File: config.mk
export PLATFORM = sky130hd
export DESIGN_NAME = apb_master_bridge_flat
export DESIGN_NICKNAME = d
export VERILOG_FILES = /design/src/rtl/apb_master_bridge_if.sv /design/src/rtl/apb_master_bridge.sv /design/src/flat_wrapper.sv
export SDC_FILE = /design/constraint.sdc
export NUM_CORES = 1
export LEC_CHECK = 0
export ABC_AREA = 1
export CORE_ASPECT_RATIO = 1.4
export CORE_MARGIN = 2
export CORE_UTILIZATION = 45
export DETAILED_ROUTE_END_ITERATION = 8
export PLACE_DENSITY_LB_ADDON = 0.2
export SYNTH_ARGS = -nofsm -noshare
export SYNTH_HDL_FRONTEND = slang
export SYNTH_SLANG_ARGS = --single-unit
File: constraint.sdc
create_clock -name Pclk -period 5.8 [get_ports Pclk]
set_input_delay 1.16 -clock Pclk [delete_from_list [all_inputs] [get_ports Pclk]]
set_output_delay 1.16 -clock Pclk [all_outputs]
set_load 0.02 [all_outputs]
File: src/rtl/apb_master_bridge_if.sv
// Command, response and APB completer signals of the APB master bridge.
// Pure wiring; no storage or latency of its own.
// Backpressure: cmd_ready / rsp_ready handshakes, Pready stretches APB ACCESS.
interface apb_master_bridge_if #(
    parameter int ADDR_W = 32,
    parameter int DATA_W = 32
);
    logic              cmd_valid;
    logic              cmd_ready;
    logic              cmd_write;
    logic [ADDR_W-1:0] cmd_addr;
    logic [DATA_W-1:0] cmd_wdata;

    logic              rsp_valid;
    logic              rsp_ready;
    logic [DATA_W-1:0] rsp_rdata;
    logic              rsp_err;

    logic [ADDR_W-1:0] Paddr;
    logic              Pwrite;
    logic [DATA_W-1:0] Pwdata;
    logic              Pselx;
    logic              Penable;
    logic              Pready;
    logic              Pslverr;
    logic [DATA_W-1:0] Prdata;

    logic              busy;

    // Bridge view: it is the APB requester and the command consumer.
    modport master (
        input  cmd_valid, cmd_write, cmd_addr, cmd_wdata, rsp_ready,
        input  Pready, Pslverr, Prdata,
        output cmd_ready, rsp_valid, rsp_rdata, rsp_err,
        output Paddr, Pwrite, Pwdata, Pselx, Penable, busy
    );

    // Environment view: command producer, response consumer, APB completer.
    modport slave (
        output cmd_valid, cmd_write, cmd_addr, cmd_wdata, rsp_ready,
        output Pready, Pslverr, Prdata,
        input  cmd_ready, rsp_valid, rsp_rdata, rsp_err,
        input  Paddr, Pwrite, Pwdata, Pselx, Penable, busy
    );
endinterface

File: src/rtl/apb_master_bridge.sv
// Command-to-APB bridge: 2-deep command FIFO feeding an IDLE/SETUP/ACCESS/RESP FSM.
// Latency: response valid 3 edges after the accepting edge with zero wait states.
// Backpressure: cmd_ready drops when the FIFO is full; RESP holds until rsp_ready.
module apb_master_bridge #(
    parameter int ADDR_W  = 32,
    parameter int DATA_W  = 32,
    parameter int TIMEOUT = 16
) (
    input  logic                 Pclk,
    input  logic                 Prst,
    apb_master_bridge_if.master  bus
);

    typedef struct packed {
        logic              write;
        logic [ADDR_W-1:0] addr;
        logic [DATA_W-1:0] wdata;
    } cmd_t;

    typedef enum logic [1:0] {
        IDLE   = 2'd0,
        SETUP  = 2'd1,
        ACCESS = 2'd2,
        RESP   = 2'd3
    } state_t;

    localparam logic [7:0] TIMEOUT_LAST = 8'(TIMEOUT - 1);

    state_t            state;
    cmd_t              fifo_mem [2];
    logic              rd_ptr;
    logic              wr_ptr;
    logic [1:0]        count;
    logic              live;
    cmd_t              xfer;
    logic [7:0]        wait_cnt;
    logic [DATA_W-1:0] rdata_q;
    logic              err_q;

    logic push;
    logic pop;
    logic fifo_nonempty;
    cmd_t cmd_in;
    cmd_t head;

    assign cmd_in        = '{write: bus.cmd_write, addr: bus.cmd_addr, wdata: bus.cmd_wdata};
    assign head          = fifo_mem[rd_ptr];
    assign fifo_nonempty = (count != 2'd0);

    // live is low through reset so cmd_ready stays low until the first cycle after release.
    assign bus.cmd_ready = live && (count != 2'd2);
    assign push          = bus.cmd_valid && bus.cmd_ready;
    assign pop           = fifo_nonempty &&
                           ((state == IDLE) || ((state == RESP) && bus.rsp_ready));

    // APB strobes and response valid are pure decodes of the registered state.
    assign bus.Pselx     = (state == SETUP) || (state == ACCESS);
    assign bus.Penable   = (state == ACCESS);
    assign bus.rsp_valid = (state == RESP);
    assign bus.Paddr     = xfer.addr;
    assign bus.Pwrite    = xfer.write;
    assign bus.Pwdata    = xfer.wdata;
    assign bus.rsp_rdata = rdata_q;
    assign bus.rsp_err   = err_q;
    assign bus.busy      = (state != IDLE) || fifo_nonempty;

    // FIFO storage: payload needs no reset, validity lives in count.
    always_ff @(posedge Pclk) begin
        if (push) begin
            fifo_mem[wr_ptr] <= cmd_in;
        end
    end

    // FIFO pointers and occupancy; simultaneous push and pop keep the count.
    always_ff @(posedge Pclk) begin
        if (Prst) begin
            rd_ptr <= 1'b0;
            wr_ptr <= 1'b0;
            count  <= 2'd0;
            live   <= 1'b0;
        end else begin
            live <= 1'b1;
            if (push) begin
                wr_ptr <= ~wr_ptr;
            end
            if (pop) begin
                rd_ptr <= ~rd_ptr;
            end
            case ({push, pop})
                2'b10:   count <= count + 2'd1;
                2'b01:   count <= count - 2'd1;
                default: count <= count;
            endcase
        end
    end

    // Transfer FSM: loads the transfer registers on pop, times out stalled ACCESS.
    always_ff @(posedge Pclk) begin
        if (Prst) begin
            state    <= IDLE;
            xfer     <= '0;
            wait_cnt <= 8'd0;
            rdata_q  <= '0;
            err_q    <= 1'b0;
        end else begin
            case (state)
                IDLE: begin
                    if (fifo_nonempty) begin
                        xfer     <= head;
                        wait_cnt <= 8'd0;
                        state    <= SETUP;
                    end
                end
                SETUP: begin
                    state <= ACCESS;
                end
                ACCESS: begin
                    if (bus.Pready) begin
                        rdata_q <= xfer.write ? '0 : bus.Prdata;
                        err_q   <= bus.Pslverr;
                        state   <= RESP;
                    end else begin
                        wait_cnt <= wait_cnt + 8'd1;
                        // This stalled cycle brings the count up to TIMEOUT.
                        if (wait_cnt == TIMEOUT_LAST) begin
                            rdata_q <= '0;
                            err_q   <= 1'b1;
                            state   <= RESP;
                        end
                    end
                end
                RESP: begin
                    if (bus.rsp_ready) begin
                        if (fifo_nonempty) begin
                            xfer     <= head;
                            wait_cnt <= 8'd0;
                            state    <= SETUP;
                        end else begin
                            state <= IDLE;
                        end
                    end
                end
                default: state <= IDLE;
            endcase
        end
    end

endmodule

File: src/flat_wrapper.sv
// flat-port wrapper written by rule: the top's interface ports become plain ports
module apb_master_bridge_flat 
#(
    parameter int ADDR_W  = 32,
    parameter int DATA_W  = 32,
    parameter int TIMEOUT = 16
)
  (Pclk, Prst, bus_cmd_valid, bus_cmd_write, bus_cmd_addr, bus_cmd_wdata, bus_rsp_ready, bus_Pready, bus_Pslverr, bus_Prdata, bus_cmd_ready, bus_rsp_valid, bus_rsp_rdata, bus_rsp_err, bus_Paddr, bus_Pwrite, bus_Pwdata, bus_Pselx, bus_Penable, bus_busy);
  apb_master_bridge_if #(.ADDR_W(ADDR_W), .DATA_W(DATA_W)) bus_i ();
  input  logic Pclk;
  input  logic Prst;
  input wire logic [$bits(bus_i.cmd_valid)-1:0] bus_cmd_valid;
  input wire logic [$bits(bus_i.cmd_write)-1:0] bus_cmd_write;
  input wire logic [$bits(bus_i.cmd_addr)-1:0] bus_cmd_addr;
  input wire logic [$bits(bus_i.cmd_wdata)-1:0] bus_cmd_wdata;
  input wire logic [$bits(bus_i.rsp_ready)-1:0] bus_rsp_ready;
  input wire logic [$bits(bus_i.Pready)-1:0] bus_Pready;
  input wire logic [$bits(bus_i.Pslverr)-1:0] bus_Pslverr;
  input wire logic [$bits(bus_i.Prdata)-1:0] bus_Prdata;
  output wire logic [$bits(bus_i.cmd_ready)-1:0] bus_cmd_ready;
  output wire logic [$bits(bus_i.rsp_valid)-1:0] bus_rsp_valid;
  output wire logic [$bits(bus_i.rsp_rdata)-1:0] bus_rsp_rdata;
  output wire logic [$bits(bus_i.rsp_err)-1:0] bus_rsp_err;
  output wire logic [$bits(bus_i.Paddr)-1:0] bus_Paddr;
  output wire logic [$bits(bus_i.Pwrite)-1:0] bus_Pwrite;
  output wire logic [$bits(bus_i.Pwdata)-1:0] bus_Pwdata;
  output wire logic [$bits(bus_i.Pselx)-1:0] bus_Pselx;
  output wire logic [$bits(bus_i.Penable)-1:0] bus_Penable;
  output wire logic [$bits(bus_i.busy)-1:0] bus_busy;
  assign bus_i.cmd_valid = bus_cmd_valid;
  assign bus_i.cmd_write = bus_cmd_write;
  assign bus_i.cmd_addr = bus_cmd_addr;
  assign bus_i.cmd_wdata = bus_cmd_wdata;
  assign bus_i.rsp_ready = bus_rsp_ready;
  assign bus_i.Pready = bus_Pready;
  assign bus_i.Pslverr = bus_Pslverr;
  assign bus_i.Prdata = bus_Prdata;
  assign bus_cmd_ready = bus_i.cmd_ready;
  assign bus_rsp_valid = bus_i.rsp_valid;
  assign bus_rsp_rdata = bus_i.rsp_rdata;
  assign bus_rsp_err = bus_i.rsp_err;
  assign bus_Paddr = bus_i.Paddr;
  assign bus_Pwrite = bus_i.Pwrite;
  assign bus_Pwdata = bus_i.Pwdata;
  assign bus_Pselx = bus_i.Pselx;
  assign bus_Penable = bus_i.Penable;
  assign bus_busy = bus_i.busy;
  apb_master_bridge #(.ADDR_W(ADDR_W), .DATA_W(DATA_W), .TIMEOUT(TIMEOUT)) u_core (.Pclk(Pclk), .Prst(Prst), .bus(bus_i));
endmodule
Word level (Yosys, flattened, before mapping) --
Memories as Yosys holds them, arrays and structs flattened. A register that Yosys moved wholly into a read port is not among the register bits. Index checks and enable logic that the tools add are counted.
Word-level totals: register bits after elaboration 113, bits in writable memories 130, input bits 103, output and inout port bits 103, logic and storage cells 70, memories 1
Memories:
- u_core.fifo_mem | words 2, width 65, rd ports 1, clocked after memory_dff 1, wr ports 1, RTL line apb_master_bridge.sv:30 | cmd_t fifo_mem [2];
Operators by class: add/sub/neg operators 3, equality and inequality tests 11, muxes and demuxes 24, bitwise operators 2, reduce and logical (&&, ||, !) cells 18
Operators with widths (count):
- $mux W65 | 2
- $pmux W65 S2 | 1
- $mux W32 | 3
- $mux W8 | 3
- $pmux W8 S3 | 1
- $reduce_bool A2 Y1 | 5
- $add A8 B1 Y8 const B | 1
- $eq A8 B4 Y1 const B | 1
- $mux W1 | 8
- $mux W2 | 4
- $pmux W2 S4 | 1
- $eq A2 B2 Y1 const B | 3
- $ne A2 B2 Y1 const B | 3
- $reduce_and A3 Y1 | 2
- $eq A2 B1 Y1 const B | 2
- $logic_and A1 B1 Y1 | 4
- $pmux W2 S2 | 1
- $reduce_and A2 Y1 | 2
- $logic_or A1 B1 Y1 | 3
- $ne A3 B2 Y1 const B | 1
- $reduce_bool A3 Y1 | 1
- $add A2 B1 Y2 const B | 1
- $logic_not A2 Y1 | 1
- $ne A2 B1 Y1 const B | 1
- other kinds (2) | 3

Longest topological paths before layout --
Gate-level depths: netlist of the first run.
word-level depth 6, mapped depth 11, mapped depth without buffers 10

Worst setup path after synthesis of the first run --
OpenSTA, ideal clock, no wires.
path type input to register, start in bus_cmd_valid, end mem u_core.fifo_mem[0][0] (netlist bit) (enable), setup time 0.489 ns, arrival time 4.037 ns, required time 5.311 ns, slack 1.274 ns, stages 2, cell sequence nand2_1 -> nor2_1
Between the ends: longest elaborated chain between the ends 3
RTL lines:
- start, declared | RTL line flat_wrapper.sv:12 | input wire logic [$bits(bus_i.cmd_valid)-1:0] bus_cmd_valid;
- $logic_and A1 B1 Y1 | RTL line apb_master_bridge.sv:52 | assign push = bus.cmd_valid && bus.cmd_ready;
- $mux W1 | RTL line apb_master_bridge.sv:69 | if (push) begin
- $mux W1 (not written as such) | RTL line apb_master_bridge.sv:70 | fifo_mem[wr_ptr] <= cmd_in;
- end, declared | RTL line apb_master_bridge.sv:30
Every way passes these cells.

Worst setup path in the final report of the first run --
start reg u_core.state[0], end out bus_Penable
Between the ends: longest elaborated chain between the ends 1
RTL lines:
- start, declared | RTL line apb_master_bridge.sv:29 | state_t state;
- start signal, assigned | RTL line apb_master_bridge.sv:100 | state <= IDLE;
- start signal, assigned | RTL line apb_master_bridge.sv:111 | state <= SETUP;
- start signal, assigned | RTL line apb_master_bridge.sv:115 | state <= ACCESS;
- $eq A2 B2 Y1 | RTL line apb_master_bridge.sv:58 | assign bus.Penable = (state == ACCESS);
- end, declared | RTL line flat_wrapper.sv:28 | output wire logic [$bits(bus_i.Penable)-1:0] bus_Penable;
Every way passes these cells.

==> results.py, run 1 <==
metrics = {
    "critical_path": {
        "cp_slowest_cell": "clkdlybuf4s50_1",
        "crit_path_start_kind": "flip-flop",
        "worst-endpoint-required_ns": 4.64,
        "end_kind": "output port",
        "cpPeakStageDelay_ns": 0.69,
        "path_max_fanout": 9,
        "cp_top_family": "buffers and inverters",
        "timing.critical_path.cells": "inv_1 -> ha_1 -> clkdlybuf4s50_1",
        "buffering_stage_count_on_the_worst_path_with_inverters_included": 2,
        "worstSetupPathType": "flip-flop to output port",
        "timing.critical_path.arrival_ns": 2.08,
    },
    "status": {
        "outcome": "complete, no violations",
    },
    "pwr": {
        "p_clk_share_pct": 25.2,
        "sw_frac_of_total_pct": 33.9,
        "vdd_ir_drop_max_mv": 0.342,
        "static-leakage-power_nw": 4.44,
        "seq_power_share_pct": 42.7,
        "cell_internal_power_mw": 3.83,
        "power_density_nw_per_um2": 477,
        "switching_power_mw": 1.97,
        "power.share.combinational_pct": 32.1,
    },
    "detailed_routing": {
        "remaining_design_rule_violation_count": 0,
        "ant_nets": 0,
        "vias_per_cell": 4.84,
        "wl_um": 19500,
        "wl_per_cell_um": 14.3,
        "drt_first_iter_violations": 281,
        "drtPass1Iterations": 4,
        "routed-via-count": 6625,
    },
    "layout": {
        "layout-drive-gt1-share_pct": 5.04,
        "commonest_non_fill_non_tap_cell_in_the_layout": "clkdlybuf4s50_1",
        "n_antenna_cell": 0,
        "commonest_cells_after_routing_fill_and_taps_aside": "clkdlybuf4s50_1 (205), inv_1 (146), edfxtp_1 (130)",
        "final_net_count": 1204,
        "layoutNonFillerInstCount": 1368,
        "area_growth_pct": 31.0,
    },
    "floorplanning": {
        "rows": 62,
        "io-pin-count": 206,
        "floorplan.die.width_um": 125,
        "initial_core_util_pct": 45.5,
        "die_y_um": 174,
        "coreArea_um2": 20400,
        "dieArea_um2": 21800,
    },
    "synth": {
        "ys_seq_area_share_pct": 66.6,
        "synth_nets": 1015,
        "syn_area_per_cell_um2": 10.3,
        "yosys_warnings": 0,
        "syn-instance-count": 905,
        "netlist-cell-type-count": 30,
        "number_of_storage_elements_in_the_synthesis_netlist": 244,
        "syn_area_um2": 9290,
    },
    "sta": {
        "number_of_setup_violations_in_the_final_report": 0,
        "post-route-min-period_ns": 3.24,
        "highest_clock_frequency_the_design_can_meet_mhz": 308,
        "fin_worst_hold_slack_ns": 0.440,
        "final_min_period_over_clock_period_pct": 55.9,
        "fin_skew_ns": 0.00820,
        "setup_tns_ns": 0,
        "hold_violations": 0,
        "slew-limit-headroom_pct": 24.5,
        "final_max_slew_viol_count": 0,
        "rsz0062_at_grt": "no",
        "tightest_slew_ns": 1.13,
    },
    "flow_run": {
        "max_cap_viol_count": 0,
    },
    "clock_tree": {
        "cts_hold_repair.buffers": 0,
        "clock_tree.htree_level_count": 1,
        "post_cts.resized_instances": 0,
        "clock_latency_ns": 0.50,
        "cts_tree": "done",
        "cts-buffers-inserted": 24,
        "clk_path_buf_depth": 3,
        "cts.clk_slew.worst_paths_ns": 0.06,
        "post-cts-setup-buffer-count": 0,
        "cts_root_buf": "clkbuf_16",
        "numClockSinks": 244,
    },
    "worst_hold_path": {
        "min-delay-path-class": "flip-flop to flip-flop",
    },
    "placement": {
        "detailedPlacementHpwl_um": 12700,
        "globalplace.congestion": 0.772,
        "total_placed_cells_including_tap_cells": 1324,
        "port-buffer-count": 205,
    },
    "grt": {
        "via_count_of_the_first_global_routing_pass": 6340,
        "grt_usage_pct": 17.6,
        "global_route_wire_length_before_repair_um": 31500,
        "grt-ovfl-total": 0,
        "antenna_violations_before_repair": 0,
        "grt_start_max_net_pins": 131,
    },
}
==> cell usage after synthesis, drive strengths merged <==
cell | count | area, µm²
ha | 7 | 87.6
o21ai | 137 | 686
dfxtp | 114 | 2280
a21boi | 1 | 7.51
a21oi | 111 | 556
clkbuf | 19 | 72.6
and2 | 1 | 7.51
o21bai | 1 | 7.51
nor3 | 1 | 5.00
edfxtp | 130 | 3900
inv | 146 | 548
nand2 | 126 | 485
nand4 | 3 | 18.8
buf | 30 | 253
nand3 | 44 | 225
o211ai | 1 | 12.5
clkinv | 1 | 3.75
nor2 | 32 | 130
==> state kept, by name (all words and copies together) (netlist names), named ones only <==
name                  flops
u_core.wr_ptr             1
u_core.bus.Paddr         32
u_core.bus.Pwdata        32
u_core.count              2
u_core.state              2
u_core.fifo_mem         130
u_core.bus.rsp_rdata     32
u_core.bus.Pwrite         1
u_core.live               1
u_core.wait_cnt           8
u_core.bus.rsp_err        1
u_core.rd_ptr             1
==> kinds of logic after synthesis <==
group | Yosys count | share of synthesized area [%]
AOI/OAI and AO/OA | 251 | 13.7
buffers and inverters | 196 | 9.44
and+or+nand+nor | 207 | 9.39
DFF | 244 | 66.6
adders and majority gates | 7 | 0.943
==> worst paths after layout <==
path / from / end / cells after the start / slack [ns]
min: u_core.bus.Pwdata[7] / u_core.bus.Pwdata[7] / 2 / 0.44
max reg2reg: u_core.count[0] / u_core.fifo_mem[0][27] / 5 / 3.01
max: u_core.state[0] / bus_Penable / 3 / 2.56
min reg2reg: u_core.bus.Pwdata[7] / u_core.bus.Pwdata[7] / 2 / 0.44
==> per-layer routing <==
metal	part of all wire, %	vias up	global-route usage (%)
met5	0	-	0
met4	2.4	0	5.46
met3	5.5	29	3.17
met2	52	183	32.8
met1	40	3040	20.3
li1	-	3373	-
==> power by group through the flow <==
stage               Combinational, mW  Clock [mW]  Sequential (mW)
floorplan                       0.944           0             2.69
global placement                 1.86           0             2.51
detailed placement               1.88           0             2.52
CTS                              1.89        1.50             2.48
global route                     2.05        1.57             2.54
finish                           1.86        1.46             2.47
==> stage by stage <==
stage	util [%]	cell area [µm²]	total power, mW	setup slack, ns
3_3_place_gp	56.0	11400	4.37	2.20
6_report	59.6	12200	5.80	2.56
2_1_floorplan	-	9290	3.63	1.27
5_1_grt	59.6	12200	6.15	2.45
4_1_cts	59.6	12200	5.87	2.53
3_5_place_dp	56.0	11400	4.40	2.21
==> worst reg2reg max path, cell delays in order (launching register included) <==
cell and delay [ns]:
dfxtp_1 0.36, inv_1 0.10, a21boi_0 0.31, nand2_1 0.29, nor2_4 0.75, buf_4 0.60
==> area by class of cell <==
class / count / area, µm²
Tap cell: 256 / 320
Timing Repair Buffer: 212 / 2100
Clock inverter: 15 / 98.8
Sequential cell: 244 / 6190
Inverter: 147 / 552
Multi-Input combinational cell: 465 / 2250
Clock buffer: 29 / 651
Fill cell: 1761 / 8230
No activity file was read; power rests on OpenSTA's default activity.
==> run 2: changes to the inputs <==
Clock period 5.8 ns to 3.2 ns, I/O delays scaled along.
==> run 2 against run 1 <==
Net effect: via count decreased by 0.17%; sequential power increased by 78%; clock power increased by 88%; power up 85%; largest power group unchanged.
==> results.py, run 2 (synthesized netlist as in run 1, its figures left out) <==
metrics = {
    "placement": {
        "total_placed_cells_including_tap_cells": 1329,
        "detailedPlacementHpwl_um": 13100,
        "port-buffer-count": 205,
        "globalplace.congestion": 0.755,
    },
    "sta": {
        "final_max_slew_viol_count": 0,
        "slew-limit-headroom_pct": 21.1,
        "rsz0062_at_grt": "no",
        "final_min_period_over_clock_period_pct": 84.1,
        "fin_skew_ns": 0.00799,
        "number_of_setup_violations_in_the_final_report": 0,
        "highest_clock_frequency_the_design_can_meet_mhz": 372,
        "hold_violations": 0,
        "post-route-min-period_ns": 2.69,
        "fin_worst_hold_slack_ns": 0.441,
        "tightest_slew_ns": 1.18,
    },
    "detailed_routing": {
        "ant_nets": 0,
        "drtPass1Iterations": 4,
        "wl_um": 19700,
        "wl_per_cell_um": 14.3,
        "drt_first_iter_violations": 303,
        "routed-via-count": 6614,
        "remaining_design_rule_violation_count": 0,
        "vias_per_cell": 4.81,
    },
    "worst_hold_path": {
        "min-delay-path-class": "flip-flop to flip-flop",
        "min-delay-start": "u_core.bus.Paddr[8]",
        "worst_hold_path.endpoint": "u_core.bus.Paddr[8]",
        "whs_path_depth": 2,
    },
    "critical_path": {
        "r2r_slack_ns": 0.82,
        "ff2ff_path_depth": 6,
        "end_kind": "output port",
        "crit_path_start_kind": "flip-flop",
        "worst-endpoint-required_ns": 2.56,
        "regToRegStartpoint": "u_core.state[0]",
        "timing.critical_path.arrival_ns": 2.05,
        "worstSetupPathType": "flip-flop to output port",
        "r2r_end": "u_core.bus.Pwdata[4]",
        "path_max_fanout": 9,
    },
    "clock_tree": {
        "numClockSinks": 244,
        "cts_hold_repair.buffers": 0,
        "clock_latency_ns": 0.51,
        "post-cts-setup-buffer-count": 0,
        "clock_tree.htree_level_count": 1,
        "cts_tree": "done",
        "cts.clk_slew.worst_paths_ns": 0.06,
        "cts-buffers-inserted": 24,
        "cts_root_buf": "clkbuf_16",
        "post_cts.resized_instances": 0,
        "clk_path_buf_depth": 3,
    },
    "pwr": {
        "vdd_ir_drop_max_mv": 0.577,
        "static-leakage-power_nw": 4.50,
        "power_density_nw_per_um2": 869,
    },
    "layout": {
        "commonest_non_fill_non_tap_cell_in_the_layout": "clkdlybuf4s50_1",
        "area_growth_pct": 32.6,
        "commonest_cells_after_routing_fill_and_taps_aside": "clkdlybuf4s50_1 (205), inv_1 (146), edfxtp_1 (130)",
        "layout.filler_cells": 1743,
        "layoutNonFillerInstCount": 1374,
        "layout-drive-gt1-share_pct": 5.28,
        "final_net_count": 1209,
        "largest_register_ffs": 130,
        "regMostFlops": "u_core.fifo_mem",
    },
    "floorplanning": {
        "coreArea_um2": 20400,
        "io-pin-count": 206,
        "floorplan.die.width_um": 125,
        "dieArea_um2": 21800,
        "die_y_um": 174,
        "rows": 62,
        "initial_core_util_pct": 45.5,
    },
    "grt": {
        "grt-ovfl-total": 0,
        "via_count_of_the_first_global_routing_pass": 6506,
        "global_route_wire_length_before_repair_um": 31800,
        "grt_usage_pct": 17.8,
        "grt_start_max_net_pins": 70,
        "antenna_violations_before_repair": 1,
    },
    "status": {
        "outcome": "complete, no violations",
    },
    "flow_run": {
        "max_cap_viol_count": 0,
    },
}
-- run 2: worst max path at each step --
stage                       endpoint       startpoint  depth (start not counted)
6_report                 bus_Penable  u_core.state[0]                          3
5_1_grt                  bus_Penable  u_core.state[0]                          3
4_1_cts                  bus_Penable  u_core.state[0]                          3
3_5_place_dp   u_core.bus.Pwdata[17]    bus_rsp_ready                          7
3_3_place_gp   u_core.bus.Pwdata[14]    bus_rsp_ready                          7
2_1_floorplan  u_core.fifo_mem[1][0]  u_core.count[0]                          4
-- run 2: metal layers --
layer	vias to the layer above	global-route usage, %	share of wire [%]
li1	3393	-	-
met1	3017	20.0	39
met2	175	33.3	53
met3	29	3.42	5.3
met4	0	5.97	2.7
met5	-	0	0
-- run 2: per-stage QoR --
step | area, µm² | setup WS (ns) | power (mW) | TNS [ns] | util (%)
after global routing | 12300 | 0.405 | 11.4 | 0 | 60.4
after detailed placement | 11500 | 0.707 | 8.08 | 0 | 56.6
after floorplan | 9300 | -0.214 | 6.58 | -27.80 | -
after global placement | 11500 | 0.755 | 8.00 | 0 | 56.6
after CTS | 12300 | 0.469 | 10.9 | 0 | 60.4
final | 12300 | 0.510 | 10.7 | 0 | 60.4
-- run 2: layout make-up --
cell class                      count  area, µm²  share of cell area, %
Antenna cell                        1       2.50                 0.0203
Clock buffer                       29        651                   5.28
Clock inverter                     15        121                  0.985
Inverter                          147        552                   4.48
Multi-Input combinational cell    465       2250                   18.3
Sequential cell                   244       6190                   50.2
Tap cell                          256        320                   2.60
Timing Repair Buffer              217       2230                   18.1
-- run 2: worst max-delay path: stages (launching register included) --
cell and delay [ns]:
dfxtp_1 0.36, inv_1 0.12, ha_1 0.39, clkdlybuf4s50_1 0.68
-- run 2: power by group --
| group | internal (mW) | switching [mW] | leakage (nW) |
|---|---|---|---|
| registers | 3.95 | 0.452 | 2.12 |
| logic | 1.53 | 2.03 | 1.99 |
| clock network | 1.61 | 1.13 | 0.384 |
==> run 3: changes to the inputs <==
Clock period 3.2 ns to 2.45 ns, I/O delays scaled along.
==> run 3 against run 2 <==
Net effect: design area grew 0.55%; power rose by 32%; register-to-register slack got worse by 0.27 ns; via count down 0.50%; first-iteration DRC count grew 9.6%; global-route usage shrank 0.84 points; critical endpoint is now bus_rsp_valid; non-clock buffer count fell by 1; core utilization up 0.33 points; cell count shrank 0.15%; die area did not move.
==> results.py, run 3 (synthesized netlist as in run 1, its figures left out) <==
metrics = {
    "status": {
        "outcome": "complete, no violations",
    },
    "sta": {
        "final_min_period_over_clock_period_pct": 96.5,
        "number_of_setup_violations_in_the_final_report": 0,
        "setup_tns_ns": 0,
        "fin_skew_ns": 0.0102,
        "slew-limit-headroom_pct": 64.2,
        "rsz0062_at_grt": "no",
        "tightest_slew_ns": 0.537,
        "hold_violations": 0,
        "highest_clock_frequency_the_design_can_meet_mhz": 423,
        "final_max_slew_viol_count": 0,
        "post-route-min-period_ns": 2.36,
    },
    "layout": {
        "largest_register_ffs": 130,
        "commonest_non_fill_non_tap_cell_in_the_layout": "clkdlybuf4s50_1",
        "area_growth_pct": 33.3,
        "n_antenna_cell": 0,
        "commonest_cells_after_routing_fill_and_taps_aside": "clkdlybuf4s50_1 (202), inv_1 (146), edfxtp_1 (130)",
        "regMostFlops": "u_core.fifo_mem",
        "final_net_count": 1208,
        "layout-drive-gt1-share_pct": 6.09,
    },
    "critical_path": {
        "r2r_end": "u_core.count[1]",
        "end_kind": "output port",
        "timing.critical_path.arrival_ns": 1.87,
        "ff2ff_path_depth": 9,
        "worst-endpoint-required_ns": 1.96,
        "r2r_slack_ns": 0.55,
        "path_max_fanout": 6,
        "regToRegStartpoint": "u_core.state[0]",
        "worstSetupPathType": "flip-flop to output port",
        "crit_path_start_kind": "flip-flop",
    },
    "detailed_routing": {
        "remaining_design_rule_violation_count": 0,
        "ant_nets": 0,
        "wl_per_cell_um": 13.9,
        "routed-via-count": 6581,
        "drt_first_iter_violations": 332,
        "drtPass1Iterations": 4,
        "wl_um": 19100,
        "vias_per_cell": 4.80,
    },
    "pwr": {
        "static-leakage-power_nw": 4.53,
        "report.power.total_mw": 14.2,
        "power_density_nw_per_um2": 1140,
        "vdd_ir_drop_max_mv": 0.584,
    },
    "clock_tree": {
        "numClockSinks": 244,
        "clock_tree.htree_level_count": 1,
        "cts.clk_slew.worst_paths_ns": 0.06,
        "cts_root_buf": "clkbuf_16",
        "clock_latency_ns": 0.51,
        "cts-buffers-inserted": 24,
        "cts_tree": "done",
        "clk_path_buf_depth": 3,
    },
    "grt": {
        "grt_usage_pct": 16.9,
        "grt_start_max_net_pins": 131,
        "global_route_wire_length_before_repair_um": 30400,
        "grt-ovfl-total": 0,
        "antenna_violations_before_repair": 0,
        "via_count_of_the_first_global_routing_pass": 6207,
    },
    "floorplanning": {
        "floorplan.die.width_um": 125,
        "rows": 62,
        "coreArea_um2": 20400,
        "die_y_um": 174,
        "io-pin-count": 206,
        "initial_core_util_pct": 45.5,
        "dieArea_um2": 21800,
    },
    "placement": {
        "detailedPlacementHpwl_um": 12000,
        "globalplace.congestion": 0.769,
        "port-buffer-count": 205,
    },
    "flow_run": {
        "max_cap_viol_count": 0,
    },
    "worst_hold_path": {
        "whs_path_depth": 2,
        "worst_hold_path.endpoint": "u_core.bus.Pwdata[8]",
        "min-delay-path-class": "flip-flop to flip-flop",
        "min-delay-start": "u_core.bus.Pwdata[8]",
    },
}
run 3: metrics by stage:
stage	hold WS, ns	area, µm²	setup WS (ns)	instances	utilization [%]
after floorplan	0.426	9310	0.0697	905	-
after global placement	0.431	11500	0.358	1328	56.6
after detailed placement	0.434	11500	0.334	1328	56.6
after CTS	0.444	12400	0.00901	1372	60.7
after global routing	0.464	12400	0.0337	1372	60.7
final	0.440	12400	0.0865	1372	60.7
run 3: final cells by class:
type                    instances  area [µm²]
fillers                      1721        8020
flip-flops and latches        244        6190
multi-input cells             465        2260
repair buffers                216        2220
clock buffers                  30         693
inverters                     147         552
well taps                     256         320
clock inverters                14         151
run 3: how the worst max path moves through the flow:
stage	depth (start not counted)	end	startpoint
final	2	bus_rsp_valid	u_core.state[0]
after global routing	2	bus_rsp_valid	u_core.state[0]
after CTS	2	bus_rsp_valid	u_core.state[0]
after detailed placement	8	u_core.count[1]	bus_rsp_ready
after global placement	8	u_core.count[1]	bus_rsp_ready
after floorplan	4	u_core.fifo_mem[1][0]	u_core.count[0]
run 3: critical path: stages (launching register included):
cell,delay (ns)
dfxtp_1,0.42
ha_2,0.30
clkdlybuf4s50_1,0.65
run 3: power by group:
part / total [mW] / internal (mW) / switching, mW
clock network: 3.83 / 2.32 / 1.50
registers: 5.59 / 5.16 / 0.433
logic: 4.74 / 1.99 / 2.76
total: 14.2 / 9.47 / 4.69
run 3: what timing repair did:
item | CTS | global route
gates resized for setup | 4 | 1
buffers inserted | 0 | 0
hold buffers | 0 | 0
endpoints found under the setup margin | 3 | 1
run 3: routing by layer:
metal  vias to the layer above  share of wire, %  GRT usage, %
li1                       3387                 -             -
met1                      3000                41          20.2
met2                       169                52          30.9
met3                        25               5.0          3.26
met4                         0               2.0          4.72
met5                         -                 0             0
